## config.mk

```make
export PLATFORM = sky130hd
export DESIGN_NAME = fifo36_to_ll8
export DESIGN_NICKNAME = d
export VERILOG_FILES = /design/src/rtl/fifo36_to_ll8_pkg.sv /design/src/rtl/fifo36_to_ll8.sv
export SDC_FILE = /design/constraint.sdc
export NUM_CORES = 1
export LEC_CHECK = 0
export ABC_CLOCK_PERIOD_IN_PS = 3730
export BUFFER_PORTS_ARGS = -buffer_cell sky130_fd_sc_hd__buf_4
export CORE_ASPECT_RATIO = 0.5
export CORE_MARGIN = 1
export CORE_UTILIZATION = 54
export DETAILED_ROUTE_END_ITERATION = 8
export PLACE_DENSITY_LB_ADDON = 0.1
export SYNTH_ARGS = -nofsm -noshare
export SYNTH_HDL_FRONTEND = slang
export SYNTH_SLANG_ARGS = --single-unit
```

## constraint.sdc

```tcl
create_clock -name clk -period 3.73 [get_ports clk]
set_input_delay 0.5595 -clock clk [delete_from_list [all_inputs] [get_ports clk]]
set_output_delay 0.5595 -clock clk [all_outputs]
set_load 0.02 [all_outputs]
```

## src/rtl/fifo36_to_ll8_pkg.sv

```systemverilog
// fifo36_to_ll8_pkg: f36 word field positions and byte-count helper shared by packers and unpackers.
package fifo36_to_ll8_pkg;
   localparam int F36_OCC_HI = 35;
   localparam int F36_OCC_LO = 34;
   localparam int F36_EOF    = 33;
   localparam int F36_SOF    = 32;
   localparam int F36_B0_LO  = 24;
   localparam int F36_B1_LO  = 16;
   localparam int F36_B2_LO  = 8;
   localparam int F36_B3_LO  = 0;
   localparam int BYTE_W     = 8;
   // occ only trims the word on eof; occ=0 always means a full word
   function automatic logic [1:0] last_byte_idx(input logic [1:0] occ, input logic eof);
      return (eof && occ != 2'd0) ? occ - 2'd1 : 2'd3;
   endfunction
endpackage

```

## src/rtl/fifo36_to_ll8.sv

```systemverilog
// fifo36_to_ll8: serialises 36-bit FIFO words into an active-low 8-bit LocalLink byte stream.
module fifo36_to_ll8
   import fifo36_to_ll8_pkg::*;
(
   input  logic        clk,
   input  logic        reset,
   input  logic        clear,
   input  logic [35:0] f36_data,
   input  logic        f36_src_rdy_i,
   output logic        f36_dst_rdy_o,
   output logic [7:0]  ll_data,
   output logic        ll_sof_n,
   output logic        ll_eof_n,
   output logic        ll_src_rdy_n,
   input  logic        ll_dst_rdy_n
);
   logic [35:0] r_wd;
   logic        r_valid;
   logic [1:0]  r_ptr;
   logic [1:0]  w_last;
   logic        w_at_last;
   logic        w_xfer;
   logic        w_load;
   assign w_last    = last_byte_idx(r_wd[F36_OCC_HI:F36_OCC_LO], r_wd[F36_EOF]);
   assign w_at_last = r_ptr == w_last;
   assign w_xfer    = r_valid & ~ll_dst_rdy_n;
   // next word loads on the same edge the last byte leaves, so frames stream without bubbles
   assign f36_dst_rdy_o = ~reset & ~clear & (~r_valid | (w_xfer & w_at_last));
   assign w_load        = f36_src_rdy_i & f36_dst_rdy_o;
   assign ll_data = (r_ptr == 2'd0) ? r_wd[F36_B0_LO +: BYTE_W] :
                    (r_ptr == 2'd1) ? r_wd[F36_B1_LO +: BYTE_W] :
                    (r_ptr == 2'd2) ? r_wd[F36_B2_LO +: BYTE_W] :
                                      r_wd[F36_B3_LO +: BYTE_W];
   assign ll_src_rdy_n = ~r_valid;
   assign ll_sof_n     = ~(r_valid & r_wd[F36_SOF] & (r_ptr == 2'd0));
   assign ll_eof_n     = ~(r_valid & r_wd[F36_EOF] & w_at_last);
   always_ff @(posedge clk) begin
      if (reset || clear) begin
         r_wd    <= '0;
         r_valid <= 1'b0;
         r_ptr   <= 2'd0;
      end else if (w_load) begin
         r_wd    <= f36_data;
         r_valid <= 1'b1;
         r_ptr   <= 2'd0;
      end else if (w_xfer) begin
         r_valid <= ~w_at_last;
         r_ptr   <= w_at_last ? 2'd0 : r_ptr + 2'd1;
      end
   end
endmodule

```

==> impl_results.html <==
<table>
<tr><th>Metric</th><th>Value</th></tr>
<tr><th colspan="2">Run status</th></tr>
<tr><td>Status</td><td>completed</td></tr>
<tr><th colspan="2">Hold path</th></tr>
<tr><td>Worst Hold Path EP</td><td>r_wd[9]</td></tr>
<tr><td>Critical hold path startpoint</td><td>f36_data[9]</td></tr>
<tr><td>Number of cells on the worst hold path</td><td>2</td></tr>
<tr><td>Type of the worst min-delay path</td><td>input pin to flip-flop</td></tr>
<tr><th colspan="2">Global route</th></tr>
<tr><td>GRT Overall Usage</td><td>about a quarter</td></tr>
<tr><td>Number of global-route vias before repair</td><td>between 1000 and 1500</td></tr>
<tr><td>Grt ovf</td><td>0</td></tr>
<tr><td>Wire length of the first global-routing pass</td><td>6340 microns</td></tr>
<tr><td>Number of antenna violations at the first check in global routing</td><td>0</td></tr>
<tr><td>Pin count of the biggest net entering global routing</td><td>22</td></tr>
<tr><th colspan="2">Worst setup path</th></tr>
<tr><td>Library cell contributing the largest single delay on the critical path</td><td>sky130_fd_sc_hd__ha_1</td></tr>
<tr><td>Ordered list of cells on the worst path</td><td>inv_1 &gt; ha_1 &gt; mux2i_1 &gt; nor2_1 &gt; a21oi_1 &gt; o21ai_0 &gt; buf_4</td></tr>
<tr><td>FF-to-FF Start</td><td>r_wd[34]</td></tr>
<tr><td>Gate family responsible for the most delay along the worst path</td><td>adder cells</td></tr>
<tr><td>Kind of critical path</td><td>flip-flop to output pin</td></tr>
<tr><td>Worst Path Buf+Inv</td><td>2</td></tr>
<tr><td>Sort of element at the end of the critical path</td><td>output pin</td></tr>
<tr><td>Max Fanout on Critical Path</td><td>8</td></tr>
<tr><td>Slowest Stage Delay on Critical Path</td><td>480 ps</td></tr>
<tr><td>Destination of the worst register-to-register timing path</td><td>r_wd[33]</td></tr>
<tr><td>Worst EP required</td><td>3170 ps</td></tr>
<tr><td>R2R depth</td><td>7</td></tr>
<tr><td>Reg2reg setup slack</td><td>1210 ps</td></tr>
<tr><td>Stages on worst setup path</td><td>7</td></tr>
<tr><td>Arr. time, crit path</td><td>2070 ps</td></tr>
<tr><td>Category of the worst setup path launch point</td><td>flip-flop</td></tr>
<tr><th colspan="2">Power and ir drop</th></tr>
<tr><td>Internal</td><td>677 uW</td></tr>
<tr><td>Share of total power in the clock network</td><td>38.7%</td></tr>
<tr><td>Reg power frac</td><td>around 51%</td></tr>
<tr><td>Switching power share of the total</td><td>21.8%</td></tr>
<tr><td>Cell area power density</td><td>400 nW/um^2</td></tr>
<tr><td>Static Leakage</td><td>0.000970 uW</td></tr>
<tr><td>Switching power total</td><td>189 uW</td></tr>
<tr><td>Peak supply drop</td><td>237 uV</td></tr>
<tr><td>Logic gate share of total power</td><td>10.5%</td></tr>
<tr><th colspan="2">Clock network</th></tr>
<tr><td>Clock-pin slew on the worst setup and hold paths</td><td>about 70 ps</td></tr>
<tr><td>Clock Path Buffers</td><td>2</td></tr>
<tr><td>Post-CTS Setup Bufs</td><td>0</td></tr>
<tr><td>Insertion delay to the later sink of the worst-skew pair</td><td>290 ps</td></tr>
<tr><td>Sinks on the clock net</td><td>39</td></tr>
<tr><td>Hold Buf Count CTS</td><td>0</td></tr>
<tr><td>CTS tree</td><td>yes</td></tr>
<tr><td>TritonCTS buffer count</td><td>5</td></tr>
<tr><td>Number of gates resized after CTS</td><td>0</td></tr>
<tr><td>H-Tree Depth</td><td>2</td></tr>
<tr><td>CTS Root Cell</td><td>sky130_fd_sc_hd__clkbuf_8</td></tr>
<tr><th colspan="2">Route</th></tr>
<tr><td>Total iterations of the first detailed-routing run</td><td>4</td></tr>
<tr><td>Routed via count divided by cell count</td><td>roughly 5.8</td></tr>
<tr><td>Antenna Violating Nets Remaining</td><td>0</td></tr>
<tr><td>Iteration-0 DRC count of the detailed router</td><td>56</td></tr>
<tr><td>DRC violation count after routing</td><td>0</td></tr>
<tr><td>Routed wire length per instance</td><td>15.1 microns</td></tr>
<tr><td>WL final</td><td>3850 microns</td></tr>
<tr><td>Via count</td><td>around 1500</td></tr>
<tr><th colspan="2">Logic synthesis</th></tr>
<tr><td>Warning count from the yosys run</td><td>0</td></tr>
<tr><td>Post-synthesis area per instance</td><td>9.99 sq um</td></tr>
<tr><td>Syn Nets</td><td>about 210</td></tr>
<tr><td>Number of instances in the synthesized netlist</td><td>about 170</td></tr>
<tr><td>Async set-reset flop share out of synthesis</td><td>0%</td></tr>
<tr><td>Synth top area cells</td><td>sky130_fd_sc_hd__dfxtp_1 (46%), sky130_fd_sc_hd__a22o_1 (19%), sky130_fd_sc_hd__mux2i_1 (4.8%)</td></tr>
<tr><td>Portion of the post-synthesis area used by sequential elements</td><td>46.5%</td></tr>
<tr><td>Fraction of synthesized cell area taken by the top area cell type</td><td>46.5%</td></tr>
<tr><td>Flip-flop cell with the highest count after synthesis</td><td>sky130_fd_sc_hd__dfxtp_1</td></tr>
<tr><td>Distinct cell type count after synthesis</td><td>28</td></tr>
<tr><td>Number of flops mapped to enable cells by yosys</td><td>0</td></tr>
<tr><td>Yosys top cell by area</td><td>sky130_fd_sc_hd__dfxtp_1</td></tr>
<tr><td>Combined area of all synthesized cells</td><td>1680 sq um</td></tr>
<tr><td>Number of register bits inferred by synthesis</td><td>39</td></tr>
<tr><th colspan="2">STA</th></tr>
<tr><td>Tmin final</td><td>2630 ps</td></tr>
<tr><td>Slew margin rel.</td><td>49.7%</td></tr>
<tr><td>Transition time of the tightest slew-check pin</td><td>752 ps</td></tr>
<tr><td>Final worst setup slack</td><td>1100 ps</td></tr>
<tr><td>Final setup violation count</td><td>0</td></tr>
<tr><td>Final-report hold violation count</td><td>0</td></tr>
<tr><td>Setup tns final</td><td>0 ps</td></tr>
<tr><td>Post-route clock skew</td><td>just over 6 ps</td></tr>
<tr><td>Highest achievable clock rate</td><td>0.380 GHz</td></tr>
<tr><td>Share of the clock period used by the worst path</td><td>between 70% and 80%</td></tr>
<tr><td>Setup repair after global routing missed its margin</td><td>false</td></tr>
<tr><td>Fin Hold WS</td><td>roughly 470 ps</td></tr>
<tr><td>Max Transition Viols Final</td><td>0</td></tr>
<tr><th colspan="2">Cells and area</th></tr>
<tr><td>Area added between synthesis and finish</td><td>28.9%</td></tr>
<tr><td>Fraction of final layout cells with drive strength greater than 1</td><td>28.9%</td></tr>
<tr><td>Final non-filler cell area</td><td>between 2000 and 2500 sq um</td></tr>
<tr><td>Number of standard cells in the final layout excluding fillers</td><td>255</td></tr>
<tr><td>Fillcell total</td><td>196</td></tr>
<tr><td>Register cell area after layout</td><td>781 sq um</td></tr>
<tr><td>Count of nets after finishing</td><td>about 260</td></tr>
<tr><td>Footprint of the multi-input gates</td><td>807 sq um</td></tr>
<tr><td>Number of antenna repair diodes</td><td>0</td></tr>
<tr><th colspan="2">Die</th></tr>
<tr><td>Count of boundary I/O pins</td><td>53</td></tr>
<tr><td>Starting density of the core</td><td>60.7%</td></tr>
<tr><td>Die outline width</td><td>80.9 microns</td></tr>
<tr><td>Total Die Area</td><td>~3400 sq um</td></tr>
<tr><td>Placeable core region</td><td>2770 sq um</td></tr>
<tr><td>Chip Height</td><td>41.4 microns</td></tr>
<tr><td>Standard-cell rows</td><td>13</td></tr>
<tr><th colspan="2">Run</th></tr>
<tr><td>Max capacitance violation total</td><td>0</td></tr>
<tr><th colspan="2">Placed design</th></tr>
<tr><td>DP Cell Count</td><td>248</td></tr>
<tr><td>Minimum setup slack after placement</td><td>1270 ps</td></tr>
<tr><td>Cell area after placement</td><td>2060 sq um</td></tr>
<tr><td>Post-DP HPWL</td><td>2690 microns</td></tr>
<tr><td>Count of port buffers added during placement</td><td>52</td></tr>
<tr><td>Routability congestion estimate from global placement</td><td>approximately 0.84</td></tr>
</table>
[power by group through the flow]
stage | Combinational [uW] | Clock, uW | Sequential (uW)
after floorplan | 45.8 | 0 | 446
after global placement | 87.9 | 0 | 448
after detailed placement | 90.6 | 0 | 449
after CTS | 91.2 | 340 | 439
after global routing | 98.9 | 360 | 441
final | 91.0 | 335 | 440
[cells in the final DEF, fill, tap and decap left out]
master,Yosys,layout
sky130_fd_sc_hd__o2111ai_1,1,1
sky130_fd_sc_hd__nand4_1,1,1
sky130_fd_sc_hd__nand2_1,12,12
sky130_fd_sc_hd__ha_1,4,4
sky130_fd_sc_hd__o21ai_0,9,9
sky130_fd_sc_hd__a22o_1,36,36
sky130_fd_sc_hd__a21oi_1,10,10
sky130_fd_sc_hd__and4b_1,1,1
sky130_fd_sc_hd__o21a_1,1,1
sky130_fd_sc_hd__inv_1,6,6
sky130_fd_sc_hd__o211ai_1,1,1
sky130_fd_sc_hd__dfxtp_1,39,39
sky130_fd_sc_hd__buf_4,0,54
sky130_fd_sc_hd__nand3_1,4,4
sky130_fd_sc_hd__a41o_1,1,1
sky130_fd_sc_hd__clkbuf_8,0,5
sky130_fd_sc_hd__a21boi_0,1,1
sky130_fd_sc_hd__clkbuf_1,4,1
sky130_fd_sc_hd__nand3b_1,1,1
sky130_fd_sc_hd__and4bb_2,1,1
sky130_fd_sc_hd__bufinv_16,0,1
sky130_fd_sc_hd__o211ai_2,1,1
sky130_fd_sc_hd__a22oi_4,1,1
sky130_fd_sc_hd__mux2i_1,8,8
sky130_fd_sc_hd__nand2b_1,2,2
sky130_fd_sc_hd__xor2_1,1,1
sky130_fd_sc_hd__nor4b_1,1,1
sky130_fd_sc_hd__nor2_1,12,12
sky130_fd_sc_hd__a21boi_1,2,2
[cell families (layout without fill, tap and decap cells)]
family / Yosys count / after routing / synth area share [%]
XOR/XNOR: 1 / 1 / 0.522
multiplexers: 8 / 8 / 4.77
adder cells (fa/ha/maj): 4 / 4 / 2.98
flip-flops: 39 / 39 / 46.5
buffers and inverters: 17 / 67 / 5.44
AND/OR/NAND/NOR: 35 / 35 / 9.99
AO/OA/AOI/OAI: 64 / 64 / 29.8
[layout make-up]
type	count	area share, %
tap	37	2.14
timing repair buffer	54	18.7
clock buffer	6	3.35
multi-input combinational	112	37.3
inverter	6	1.04
clock inverter	1	1.39
sequential	39	36.1
[sequential cells by signal (all words and copies together), names as in the netlist]
register	cells
r_ptr	2
r_wd	36
r_valid	1
[layer usage]
layer | vias to the layer above | global-route usage (%) | wire length (microns)
met2 | 41 | 38.8 | 1770
met4 | 0 | 11.1 | 80
met1 | 706 | 30.8 | 1780
met3 | 12 | 7.69 | 209
met5 | - | 0 | 0
li1 | 722 | - | -
[worst register-to-register path, stage by stage (launching register included)]
cell and delay (ps):
sky130_fd_sc_hd__dfxtp_1 430, sky130_fd_sc_hd__inv_1 80, sky130_fd_sc_hd__ha_1 320, sky130_fd_sc_hd__and4bb_2 250, sky130_fd_sc_hd__a22oi_4 200, sky130_fd_sc_hd__a41o_1 630
sky130_fd_sc_hd__buf_4 370, sky130_fd_sc_hd__a22o_1 190
[how the worst max path moves through the flow]
| stage | from | end | slack, ps |
|---|---|---|---|
| after global routing | r_ptr[0] | ll_data[4] | 950 |
| after floorplan | r_ptr[0] | ll_data[2] | 1470 |
| final | r_ptr[0] | ll_data[0] | 1100 |
| after detailed placement | r_wd[34] | r_ptr[1] | 1270 |
| after global placement | r_wd[34] | r_ptr[0] | 1370 |
| after CTS | r_ptr[0] | ll_data[1] | 1110 |
[cell usage after synthesis, drive strengths merged, types with 3 or more instances]
cell type / instances
mux2i: 8
nand3: 4
nand2: 12
dfxtp: 39
o21ai: 9
a22o: 36
nor2: 12
a21boi: 3
clkbuf: 4
ha: 4
inv: 6
a21oi: 10
buf: 7
[stage by stage]
step / utilization [%] / total power, uW
finish: 78.3 / 865
detailed placement: 74.6 / 539
CTS: 78.3 / 871
global route: 78.3 / 899
global placement: 74.6 / 536
floorplan: - / 492
(Power assumes the default switching activity.)
